$ cat src/rtl/req_pend_binenc.sv
// Sticky request-pending vector feeding a highest-index-wins binary encoder with valid/ready output.
// Optional REQ_PEND_OVF_EN adds a sticky lost-request flag (ovf) with clear input (ovf_clr).
module req_pend_binenc #(
  parameter int unsigned A_width    = 32,
  parameter int unsigned ADDR_width = 6
) (
  input  logic                  clk,
  input  logic                  rst,
  input  logic [A_width-1:0]    req_in,
  input  logic [A_width-1:0]    req_mask,
  output logic                  out_valid,
  input  logic                  out_ready,
  output logic [ADDR_width-1:0] out_addr,
  output logic [A_width-1:0]    pend,
  output logic                  empty
`ifdef REQ_PEND_OVF_EN
  ,
  input  logic                  ovf_clr,
  output logic                  ovf
`endif
);

  typedef enum logic {IDLE, HOLD} state_t;

  state_t                  state, state_n;
  logic [A_width-1:0]      elig, take, pend_n;
  logic                    any_elig, take_en, valid_n;
  logic [ADDR_width-1:0]   sel, addr_n;

  // Ascending scan so the highest eligible index is the last one written.
  always_comb begin
    elig     = pend & req_mask;
    any_elig = |elig;
    sel      = '0;
    for (int unsigned i = 0; i < A_width; i++) begin
      if (elig[i]) sel = ADDR_width'(i);
    end
  end

  always_comb begin
    state_n = state;
    addr_n  = out_addr;
    valid_n = out_valid;
    take_en = 1'b0;
    case (state)
      IDLE: begin
        if (any_elig) begin
          take_en = 1'b1;
          addr_n  = sel;
          valid_n = 1'b1;
          state_n = HOLD;
        end
      end
      HOLD: begin
        if (out_ready) begin
          if (any_elig) begin
            take_en = 1'b1;
            addr_n  = sel;
          end else begin
            addr_n  = '1;
            valid_n = 1'b0;
            state_n = IDLE;
          end
        end
      end
      default: begin
        addr_n  = '1;
        valid_n = 1'b0;
        state_n = IDLE;
      end
    endcase
    take   = take_en ? (A_width'(1) << sel) : '0;
    pend_n = (pend & ~take) | req_in;
  end

  always_ff @(posedge clk) begin
    if (rst) begin
      state     <= IDLE;
      pend      <= '0;
      out_valid <= 1'b0;
      out_addr  <= '1;
      empty     <= 1'b1;
    end else begin
      state     <= state_n;
      pend      <= pend_n;
      out_valid <= valid_n;
      out_addr  <= addr_n;
      // Built from next-state values so empty tracks the registered pend/out_valid exactly.
      empty     <= (pend_n == '0) && !valid_n;
    end
  end

`ifdef REQ_PEND_OVF_EN
  always_ff @(posedge clk) begin
    if (rst) begin
      ovf <= 1'b0;
    end else if (|(req_in & pend & ~take)) begin
      ovf <= 1'b1;
    end else if (ovf_clr) begin
      ovf <= 1'b0;
    end
  end
`endif

endmodule

$ cat config.mk
export PLATFORM = sky130hd
export DESIGN_NAME = req_pend_binenc
export DESIGN_NICKNAME = d
export VERILOG_FILES = /design/src/rtl/req_pend_binenc.sv
export SDC_FILE = /design/constraint.sdc
export NUM_CORES = 1
export LEC_CHECK = 0
export BUFFER_PORTS_ARGS = -buffer_cell sky130_fd_sc_hd__buf_2
export CORE_MARGIN = 3
export CORE_UTILIZATION = 51
export CTS_BUF_LIST = sky130_fd_sc_hd__clkbuf_16
export DETAILED_ROUTE_END_ITERATION = 16
export PLACE_DENSITY_LB_ADDON = 0.05
export RECOVER_POWER = 50
export SYNTH_ARGS = -nofsm -noshare
export SYNTH_HDL_FRONTEND = slang
export SYNTH_SLANG_ARGS = --single-unit
$ cat constraint.sdc
create_clock -name clk -period 4.5 [get_ports clk]
set_input_delay 0.225 -clock clk [delete_from_list [all_inputs] [get_ports clk]]
set_output_delay 0.225 -clock clk [all_outputs]
set_load 0.01 [all_outputs]
* After elaboration in Yosys (flattened, before gate mapping)
Cells that the tools add are included.
** Storage, ports and cells
- Output and inout port bits :: 40
- Bits in writable memories :: 0
- Bits in read-only memories :: 0
- Memories :: 0
- Bits in latches :: 0
- Flip-flop bits (word level) :: 41
** Cells by class
- Bitwise gates (word level) :: 5
- Add/sub/neg operators :: 0
- Reduce and logical (&&, ||, !) cells :: 5
- $lt $le $gt $ge :: 0
- Equal/unequal tests :: 2
- Multiply operators :: 0
- Shifts and indexed selects :: 1
- Div/mod/pow operators :: 0
- Multiplexer cells :: 45
** Operators by type and width (number)
- $mux W6 :: 33
- $and A32 B32 Y32 :: 2
- $logic_not A32 Y1 :: 1
- $mux W32 :: 1
- $not A32 Y32 :: 1
- $or A32 B32 Y32 :: 1
- $reduce_or A32 Y1 :: 1
- $shl A1 B6 Y32 const A :: 1
- $pmux W6 S2 :: 1
- $mux W1 :: 7
- $pmux W1 S2 :: 3
- $ne A2 B2 Y1 const B :: 2
- $reduce_and A2 Y1 :: 1
- $logic_and A1 B1 Y1 :: 1
- $logic_not A1 Y1 :: 1
- $not A1 Y1 :: 1

* Longest topological paths before layout
Gate-level depths: netlist of run 1.
- Depth in word-level cells :: 39
- Gate-level depth with buffers :: 11
- Gate-level depth less buffers :: 10

* Worst setup path before layout of run 1
No wires, ideal clock.
- Path kind :: register to register
- Start point :: register pend[25]
- End point :: register empty
- Stages on the path, launching flop included :: 12
- Arrival time :: 2911 ps
- Path slack :: 1530 ps
- Setup time :: 60 ps
- Path through :: dfxtp_1 -> a22o_1 -> nand4b_4 -> nand2b_4 -> or3_1 -> buf_2 -> or4b_4 -> a21oi_2 -> nand4_1 -> or4_1 -> nor4_2 -> a41o_1
** Between the ends
- Word-level cells in the longest chain between the ends :: 15
- Elaborated cells between the ends (all ways) :: 24
** Ends and longest elaborated chain
- from (decl) :: line 14 : output logic [A_width-1:0] pend,
- from (signal assigned) :: line 85 : pend <= pend_n;
- $and A32 B32 Y32 :: line 32 : elig = pend & req_mask;
- $mux W6 (7 in series) :: line 36 : if (elig[i]) sel = ADDR_width'(i);
- $shl A1 B6 Y32 :: line 72 : take = take_en ? (A_width'(1) << sel) : '0;
- $mux W32 :: line 72
- $not A32 Y32 :: line 73 : pend_n = (pend & ~take) | req_in;
- $and A32 B32 Y32 :: line 73
- $or A32 B32 Y32 :: line 73
- $logic_not A32 Y1 :: line 89 : empty <= (pend_n == '0) && !valid_n;
- $logic_and A1 B1 Y1 * :: line 89
- to (signal assigned) :: line 89
- to (decl) :: line 15 : output logic empty
Mark *: on every way between the ends. The rest lies on a longest branch, timed or not.
A chain may end at the register's enable or synchronous reset.

* Final worst setup path of run 1
- Start point :: register pend[12]
- End point :: register empty
** Between the ends
- Word-level cells in the longest chain between the ends :: 28
- Elaborated cells between the ends (all ways) :: 37
** Ends and longest elaborated chain (line)
- $and A32 B32 Y32 :: 32
- $mux W6 (20 in series) :: 36
- $shl A1 B6 Y32 :: 72
- $mux W32 :: 72
- $not A32 Y32 :: 73
- $and A32 B32 Y32 :: 73
- $or A32 B32 Y32 :: 73
- $logic_not A32 Y1 :: 89
- $logic_and A1 B1 Y1 * :: 89
Marks and branches as above.

==> results.py, run 1 <==
metrics = {
    "outcome": {
        "status": "finished clean",
    },
    "floorplan": {
        "ios": 107,
        "start_util": 0.543,
        "die-height_um": 75.3,
        "core_area_sq_um": 4500,
        "placementRows": 24,
        "dieArea_sq_um": 5670,
        "die_x_um": 75.3,
    },
    "setup_path": {
        "critPathSlowestCell": "or4b_4",
        "arrival_ps": 3670,
        "worstSetupPathType": "reg2reg",
        "critPathMaxStageDelay_ps": 550,
        "cpMostUsedCell": "nand4_1",
        "crit_path_start_kind": "flop",
        "worstPathRequired_ps": 4720,
        "crit_family": "simple AND/OR/NAND/NOR gates",
        "path_buf_inv": 0,
        "critical_path.max_fanout": 9,
        "path_cells": "a22oi_1, nand4_1, nand2b_1, or3_1, or4b_4, a21oi_2, nand4_1, or4_1, nor4_2, a41o_1",
        "critPathCaptureType": "flop",
    },
    "synthesis": {
        "synth-warning-count": 0,
        "ys_seq_area_frac": 0.335,
        "synth_edf_count": 0,
        "synth_area_sq_um": 2450,
        "async_reset_ff_frac": 0,
        "synth.distinct_cells": 57,
        "synthesis.nets": 375,
        "synthCells": 308,
        "synth_ff_type": "dfxtp_1",
        "syn-mean-instance-area_sq_um": 7.95,
        "ys_ff_latch": 41,
    },
    "placed_design": {
        "placement.io_buffers": 106,
        "dpl.hpwl_mm": 6.96,
        "place_congestion": 0.954,
    },
    "global_routing": {
        "grt_pass1_wl_mm": 13.2,
        "first_global_vias": 2590,
        "track_usage": 0.309,
        "antenna_found_initial": 0,
        "grt_max_degree": 42,
        "overflow": 0,
    },
    "power": {
        "power_density_nw_per_um2": 346,
        "leakagePower_uw": 0.00131,
        "peakVddDrop_uv": 162,
    },
    "drt": {
        "wl_met1_mm": 3.78,
        "wl_mm": 8.64,
        "wl_met3_um": 829,
        "wl_met2_mm": 3.82,
        "wl_per_cell_um": 18.4,
        "vias": 2894,
        "top_layer": "met4",
        "ant_nets": 0,
        "viasPerCell": 6.17,
        "drt_first_pass_iters": 5,
        "route.detailed.drc": 0,
        "first_iter_violations": 239,
    },
    "layout": {
        "area_growth_pct": 27.3,
        "drive_gt1_frac": 0.225,
        "antenna_cells": 0,
        "design.final.nets": 483,
        "nFillCells": 418,
    },
    "clocking": {
        "cts_buffer_depth": 2,
        "clock_latency_ps": 280,
        "clock-sinks": 41,
        "post_cts_buffers": 0,
        "cts_buffers": 5,
        "cts_tree": "built",
        "cts_root_buf": "clkbuf_16",
        "htreeDepth": 2,
        "cts_resized": 0,
        "ctsHoldBuffers": 0,
        "path_clk_slew_ps": 60,
    },
    "timing": {
        "tightest_slew_ps": 747,
        "finalSetupViolCount": 0,
        "finalCritPeriodShare": 0.766,
        "fmax_ghz": 0.290,
        "rsz0062_at_grt": "no",
        "relSlewSlack": 0.502,
        "worst_hold_slack_ps": 164,
        "maxSlewViolCount": 0,
        "finClkSkew_ps": 5.48,
        "min_period_ps": 3450,
        "setup_tns_ps": 0,
        "hold_viol": 0,
    },
    "hold_path": {
        "hold_path_class": "in2reg",
    },
    "flow_run": {
        "drv_cap": 0,
    },
}
[cell usage after synthesis, types with 3 or more instances]
master | count | area, sq um
nand2b_1 | 10 | 62.6
clkbuf_1 | 4 | 15.0
nand3_1 | 4 | 20.0
and2_1 | 9 | 56.3
a22o_1 | 8 | 70.1
o21ai_0 | 6 | 30.0
o21a_1 | 5 | 37.5
dfxtp_1 | 41 | 821
inv_1 | 5 | 18.8
nand2_1 | 34 | 128
a211oi_1 | 6 | 45.0
nor2_1 | 45 | 169
a22oi_1 | 12 | 90.1
o22ai_1 | 9 | 56.3
nand4_1 | 8 | 50.1
nor4_1 | 3 | 18.8
a32o_1 | 3 | 30.0
a21o_1 | 4 | 30.0
or3_1 | 7 | 43.8
nor3_1 | 4 | 20.0
or2_2 | 6 | 37.5
a21oi_1 | 25 | 125
nor2b_1 | 8 | 50.1
[sequential cells by signal, summed over array words and instances, names as in the netlist]
name and count:
empty 1, out_addr 6, out_valid 1, pend 32, state 1
[final timing paths]
path / start / end / slack (ps) / depth (start not counted)
hold reg to reg: out_addr[5] / out_addr[5] / 480 / 1
setup reg to reg: pend[12] / empty / 1050 / 10
hold / removal: req_in[21] / pend[21] / 160 / 3
setup / recovery: pend[12] / empty / 1050 / 10
[area by class of cell]
type,count,area [sq um],share of cell area
Tap cell,52,65.1,0.0209
Clock inverter,3,17.5,0.00562
Multi-Input combinational cell,257,1590,0.510
Clock buffer,5,125,0.0402
Inverter,5,18.8,0.00602
Timing Repair Buffer,106,480,0.154
Sequential cell,41,821,0.263
[cells in the final DEF, fill, tap and decap left out, drive strengths merged, types with 3 or more instances in the layout]
| cell type | n |
|---|---|
| buf | 66 |
| nor2 | 45 |
| clkbuf | 45 |
| dfxtp | 41 |
| nand2 | 34 |
| a21oi | 26 |
| a22oi | 16 |
| nand2b | 11 |
| and2 | 9 |
| o22ai | 9 |
| a22o | 8 |
| nand4 | 8 |
| nor2b | 8 |
| o21ai | 8 |
| or3 | 7 |
| a211oi | 7 |
| or2 | 6 |
| o21a | 5 |
| inv | 5 |
| a21o | 4 |
| nand3 | 4 |
| nor3 | 4 |
| nor4 | 4 |
| a32o | 3 |
[kinds of logic after synthesis]
logic type	synth area share
AO/OA/AOI/OAI	0.329
flip-flops	0.335
buffers and inverters	0.0158
AND/OR/NAND/NOR	0.320
[where the power goes]
group          internal (uW)  total [uW]  switching, uW
combinational            117         299            182
clock                    203         350            147
sequential               391         428           36.1
[stage by stage]
| stage | power [uW] | setup slack (ps) | cells | instance area (sq um) | util |
|---|---|---|---|---|---|
| floorplan | 608 | 1530 | 308 | 2450 | - |
| global placement | 732 | 1160 | 461 | 3020 | 0.671 |
| detailed placement | 733 | 1150 | 461 | 3020 | 0.671 |
| CTS | 1080 | 1110 | 469 | 3170 | 0.703 |
| global route | 1130 | 807 | 469 | 3120 | 0.692 |
| finish | 1080 | 1050 | 469 | 3120 | 0.692 |
[metal layers]
metal	vias to the layer above	GRT usage
met5	-	0
met4	0	0.107
met3	20	0.0587
met2	164	0.481
met1	1323	0.429
li1	1387	-
[tightest hold or removal path: stages]
cell and delay, ps:
buf_2 70, a21oi_1 40, nor2_1 70
Note: power is estimated with default switching activity, not from simulation.
==> run 2: changes to the inputs <==
CORE_UTILIZATION = 48   (was 51)
clock period = 3.55 ns   (was 4.5 ns; I/O delays follow)
==> results.py, run 2 (same netlist as run 1, synthesis figures left out) <==
metrics = {
    "outcome": {
        "status": "finished clean",
    },
    "floorplan": {
        "die-height_um": 77.4,
        "core_area_sq_um": 4820,
        "placementRows": 25,
        "die_x_um": 77.4,
        "start_util": 0.508,
        "dieArea_sq_um": 5990,
        "ios": 107,
    },
    "flow_run": {
        "drv_cap": 0,
    },
    "global_routing": {
        "grt_pass1_wl_mm": 14.0,
        "antenna_found_initial": 0,
        "first_global_vias": 2803,
        "grt_max_degree": 42,
        "track_usage": 0.298,
        "overflow": 0,
    },
    "clocking": {
        "cts_tree": "built",
        "htreeDepth": 2,
        "ctsHoldBuffers": 0,
        "cts_buffer_depth": 2,
        "clock-sinks": 41,
        "cts_buffers": 5,
        "clock_latency_ps": 290,
        "cts_root_buf": "clkbuf_16",
        "path_clk_slew_ps": 60,
    },
    "layout": {
        "nFillCells": 485,
        "largest_reg_flops": 32,
        "design.final.nets": 489,
        "top_register": "pend",
        "area_growth_pct": 31.1,
        "final_area_sq_um": 3210,
        "final_util": 0.666,
        "finalNonFillerCells": 490,
        "layout_commonest_cell": "buf_2",
        "final_cell_mix": "buf_2, nor2_1, dfxtp_1",
        "drive_gt1_frac": 0.236,
        "largest_registers": "pend: 32 flops, out_addr: 6 flops",
        "antenna_cells": 0,
    },
    "timing": {
        "maxSlewViolCount": 0,
        "hold_viol": 0,
        "min_period_ps": 3400,
        "fmax_ghz": 0.294,
        "finalSetupViolCount": 0,
        "tightest_slew_ps": 774,
        "finClkSkew_ps": 6.06,
        "setup_tns_ps": 0,
        "rsz0062_at_grt": "no",
        "finalCritPeriodShare": 0.957,
        "relSlewSlack": 0.484,
    },
    "placed_design": {
        "dpl.hpwl_mm": 7.34,
        "place_area_sq_um": 3060,
        "numPlacedInstances": 479,
        "placement.io_buffers": 106,
        "place_congestion": 0.987,
    },
    "setup_path": {
        "cp-startpoint": "pend[21]",
        "reg2reg_slack_ps": 150,
        "critPathCaptureType": "flop",
        "timing.rr.end": "empty",
        "endpoint": "empty",
        "reg2regPathDepth": 10,
        "timing.rr.start": "pend[21]",
        "worstSetupPathType": "reg2reg",
        "arrival_ps": 3620,
        "crit_path_start_kind": "flop",
        "critical_path.max_fanout": 9,
        "worstPathRequired_ps": 3780,
    },
    "drt": {
        "first_iter_violations": 219,
        "vias": 2993,
        "wl_per_cell_um": 18.6,
        "route.detailed.drc": 0,
        "wl_mm": 9.10,
        "drt_first_pass_iters": 5,
        "viasPerCell": 6.11,
        "ant_nets": 0,
    },
    "hold_path": {
        "hold_path_class": "in2reg",
        "min_from": "req_in[21]",
    },
    "power": {
        "fin_total_pwr_uw": 1450,
        "peakVddDrop_uv": 266,
        "power_density_nw_per_um2": 453,
        "leakagePower_uw": 0.00135,
    },
}
-- run 2: cell types whose count changed in the layout (fill, tap and decap cells not counted), sizes merged --
| cell | before | now |
|---|---|---|
| clkinv | 2 | 1 |
| bufinv | 0 | 1 |
| buf | 66 | 72 |
-- run 2: worst max-delay path, cell delays in order, from the launching register on --
cell	delay, ps
dfxtp_1	340
a22oi_1	310
buf_4	200
nand4_1	230
or3_4	540
or4b_4	530
a21oi_2	180
nand4_1	120
or4_1	500
nor4_2	190
a41o_1	210
-- run 2: repair_timing --
action / CTS / global route
endpoints found under the hold margin: 0 / 0
endpoints found under the setup margin: 0 / 1
gates resized for setup: 0 / 1
setup buffers: 0 / 3
-- run 2: how the worst min path moves through the flow --
stage / endpoint / depth (start not counted)
floorplan: pend[23] / 1
global placement: pend[14] / 3
detailed placement: pend[21] / 3
CTS: pend[21] / 3
global route: pend[14] / 3
finish: pend[21] / 3
-- run 2: stage by stage --
| step | hold WS, ps | setup WS, ps |
|---|---|---|
| 2_1_floorplan | 249 | 580 |
| 3_3_place_gp | 399 | 216 |
| 3_5_place_dp | 399 | 110 |
| 4_1_cts | 110 | 111 |
| 5_1_grt | 120 | 22.4 |
| 6_report | 113 | 154 |
-- run 2: routing by layer --
metal | track usage | wire [um] | vias up
met1 | 0.380 | 3690 | 1368
met5 | 0 | 0 | -
met4 | 0.117 | 257 | 0
li1 | - | - | 1393
met2 | 0.484 | 4220 | 205
met3 | 0.0731 | 943 | 27
-- run 2: power by group --
part	internal [uW]	switching, uW	leakage (uW)
clock	329	184	0.0000775
combinational	158	242	0.000931
sequential	496	44.2	0.000343
-- run 2: final cells by class --
class,count,area (sq um),area share
clock inverter,3,41.3,0.0129
inverter,5,18.8,0.00585
timing repair buffer,112,526,0.164
clock buffer,5,125,0.0390
multi-input combinational,257,1590,0.496
tap,67,83.8,0.0261
sequential,41,821,0.256
==> run 3: changes to the inputs <==
clock period = 3.7 ns   (was 3.55 ns; I/O delays follow)
==> results.py, run 3 (same netlist as run 1, synthesis figures left out) <==
metrics = {
    "timing": {
        "hold_viol": 0,
        "rsz0062_at_grt": "no",
        "maxSlewViolCount": 0,
        "tightest_slew_ps": 741,
        "finalCritPeriodShare": 0.937,
        "worst_hold_slack_ps": 125,
        "relSlewSlack": 0.506,
        "fmax_ghz": 0.288,
        "finClkSkew_ps": 5.33,
        "setup_tns_ps": 0,
        "finalSetupViolCount": 0,
        "min_period_ps": 3470,
    },
    "drt": {
        "viasPerCell": 6.01,
        "first_iter_violations": 221,
        "vias": 2928,
        "wl_per_cell_um": 18.6,
        "wl_mm": 9.04,
        "ant_nets": 0,
        "route.detailed.drc": 0,
        "drt_first_pass_iters": 7,
    },
    "clocking": {
        "cts_resized": 0,
        "clock-sinks": 41,
        "clock_latency_ps": 280,
        "cts_root_buf": "clkbuf_16",
        "post_cts_buffers": 0,
        "cts_buffers": 5,
        "cts_buffer_depth": 2,
        "htreeDepth": 2,
        "path_clk_slew_ps": 60,
        "cts_tree": "built",
        "ctsHoldBuffers": 0,
    },
    "setup_path": {
        "worstPathRequired_ps": 3920,
        "reg2reg_slack_ps": 230,
        "crit_path_start_kind": "flop",
        "timing.rr.start": "pend[21]",
        "endpoint": "empty",
        "worstSetupPathType": "reg2reg",
        "critical_path.max_fanout": 9,
        "critPathCaptureType": "flop",
        "timing.rr.end": "empty",
        "cp-startpoint": "pend[21]",
        "reg2regPathDepth": 9,
        "arrival_ps": 3690,
    },
    "hold_path": {
        "hold_path_class": "in2reg",
        "whs_path_depth": 3,
    },
    "floorplan": {
        "core_area_sq_um": 4820,
        "die-height_um": 77.4,
        "dieArea_sq_um": 5990,
        "ios": 107,
        "start_util": 0.508,
        "die_x_um": 77.4,
        "placementRows": 25,
    },
    "flow_run": {
        "drv_cap": 0,
    },
    "layout": {
        "antenna_cells": 0,
        "regArea_sq_um": 821,
        "largest_registers": "pend: 32 flops, out_addr: 6 flops",
        "design.final.nets": 486,
        "drive_gt1_frac": 0.224,
        "largest_reg_flops": 32,
        "top_register": "pend",
        "final_cell_mix": "buf_2, nor2_1, dfxtp_1",
        "multiInputGateArea_sq_um": 1590,
        "nFillCells": 475,
        "area_growth_pct": 28.7,
        "final_util": 0.654,
        "layout_commonest_cell": "buf_2",
    },
    "outcome": {
        "status": "finished clean",
    },
    "placed_design": {
        "placement.io_buffers": 106,
        "place_congestion": 0.978,
        "dpl.hpwl_mm": 7.27,
    },
    "global_routing": {
        "overflow": 0,
        "antenna_found_initial": 0,
        "first_global_vias": 2729,
        "grt_max_degree": 42,
        "track_usage": 0.295,
        "grt_pass1_wl_mm": 13.9,
    },
    "power": {
        "leakagePower_uw": 0.00134,
        "peakVddDrop_uv": 227,
        "power_density_nw_per_um2": 415,
    },
}
run 3: worst min-delay path by stage:
stage / from / to / slack, ps
2_1_floorplan: rst / pend[23] / 260
3_3_place_gp: req_in[14] / pend[14] / 410
3_5_place_dp: req_in[14] / pend[14] / 420
4_1_cts: req_in[14] / pend[14] / 130
5_1_grt: req_in[14] / pend[14] / 150
6_report: req_in[14] / pend[14] / 130
run 3: power breakdown:
group / internal [uW] / switching (uW) / leakage (uW)
Combinational: 149 / 232 / 0.000916
Sequential: 476 / 41.0 / 0.000343
Clock: 243 / 167 / 0.0000776
run 3: final cells by class:
cell class,count,area share
Sequential cell,41,0.261
Inverter,5,0.00596
Timing Repair Buffer,109,0.160
Clock inverter,3,0.00357
Clock buffer,5,0.0397
Tap cell,67,0.0266
Multi-Input combinational cell,257,0.504
run 3: critical path, cell delays in order (launching register included):
cell     delay [ps]
dfxtp_1         340
a22oi_1         440
nand4_1         320
or3_1           630
or4b_4          570
a21oi_2         200
nand4_1          90
or4_1           490
nor4_2          140
a41o_1          190
run 3: per-stage QoR:
stage / total power [uW] / cells / setup slack (ps) / cell area [sq um]
floorplan: 739 / 308 / 730 / 2450
global placement: 902 / 479 / 368 / 3060
detailed placement: 904 / 479 / 325 / 3060
CTS: 1310 / 487 / 320 / 3200
global route: 1370 / 487 / 116 / 3150
finish: 1310 / 487 / 234 / 3150
run 3: per-layer routing:
layer,part of all wire,vias up,GRT usage,wire [um]
li1,-,1394,-,-
met1,0.42,1312,0.398,3830
met2,0.46,199,0.484,4140
met3,0.10,23,0.0545,923
met4,0.016,0,0.0783,146
met5,0,-,0,0
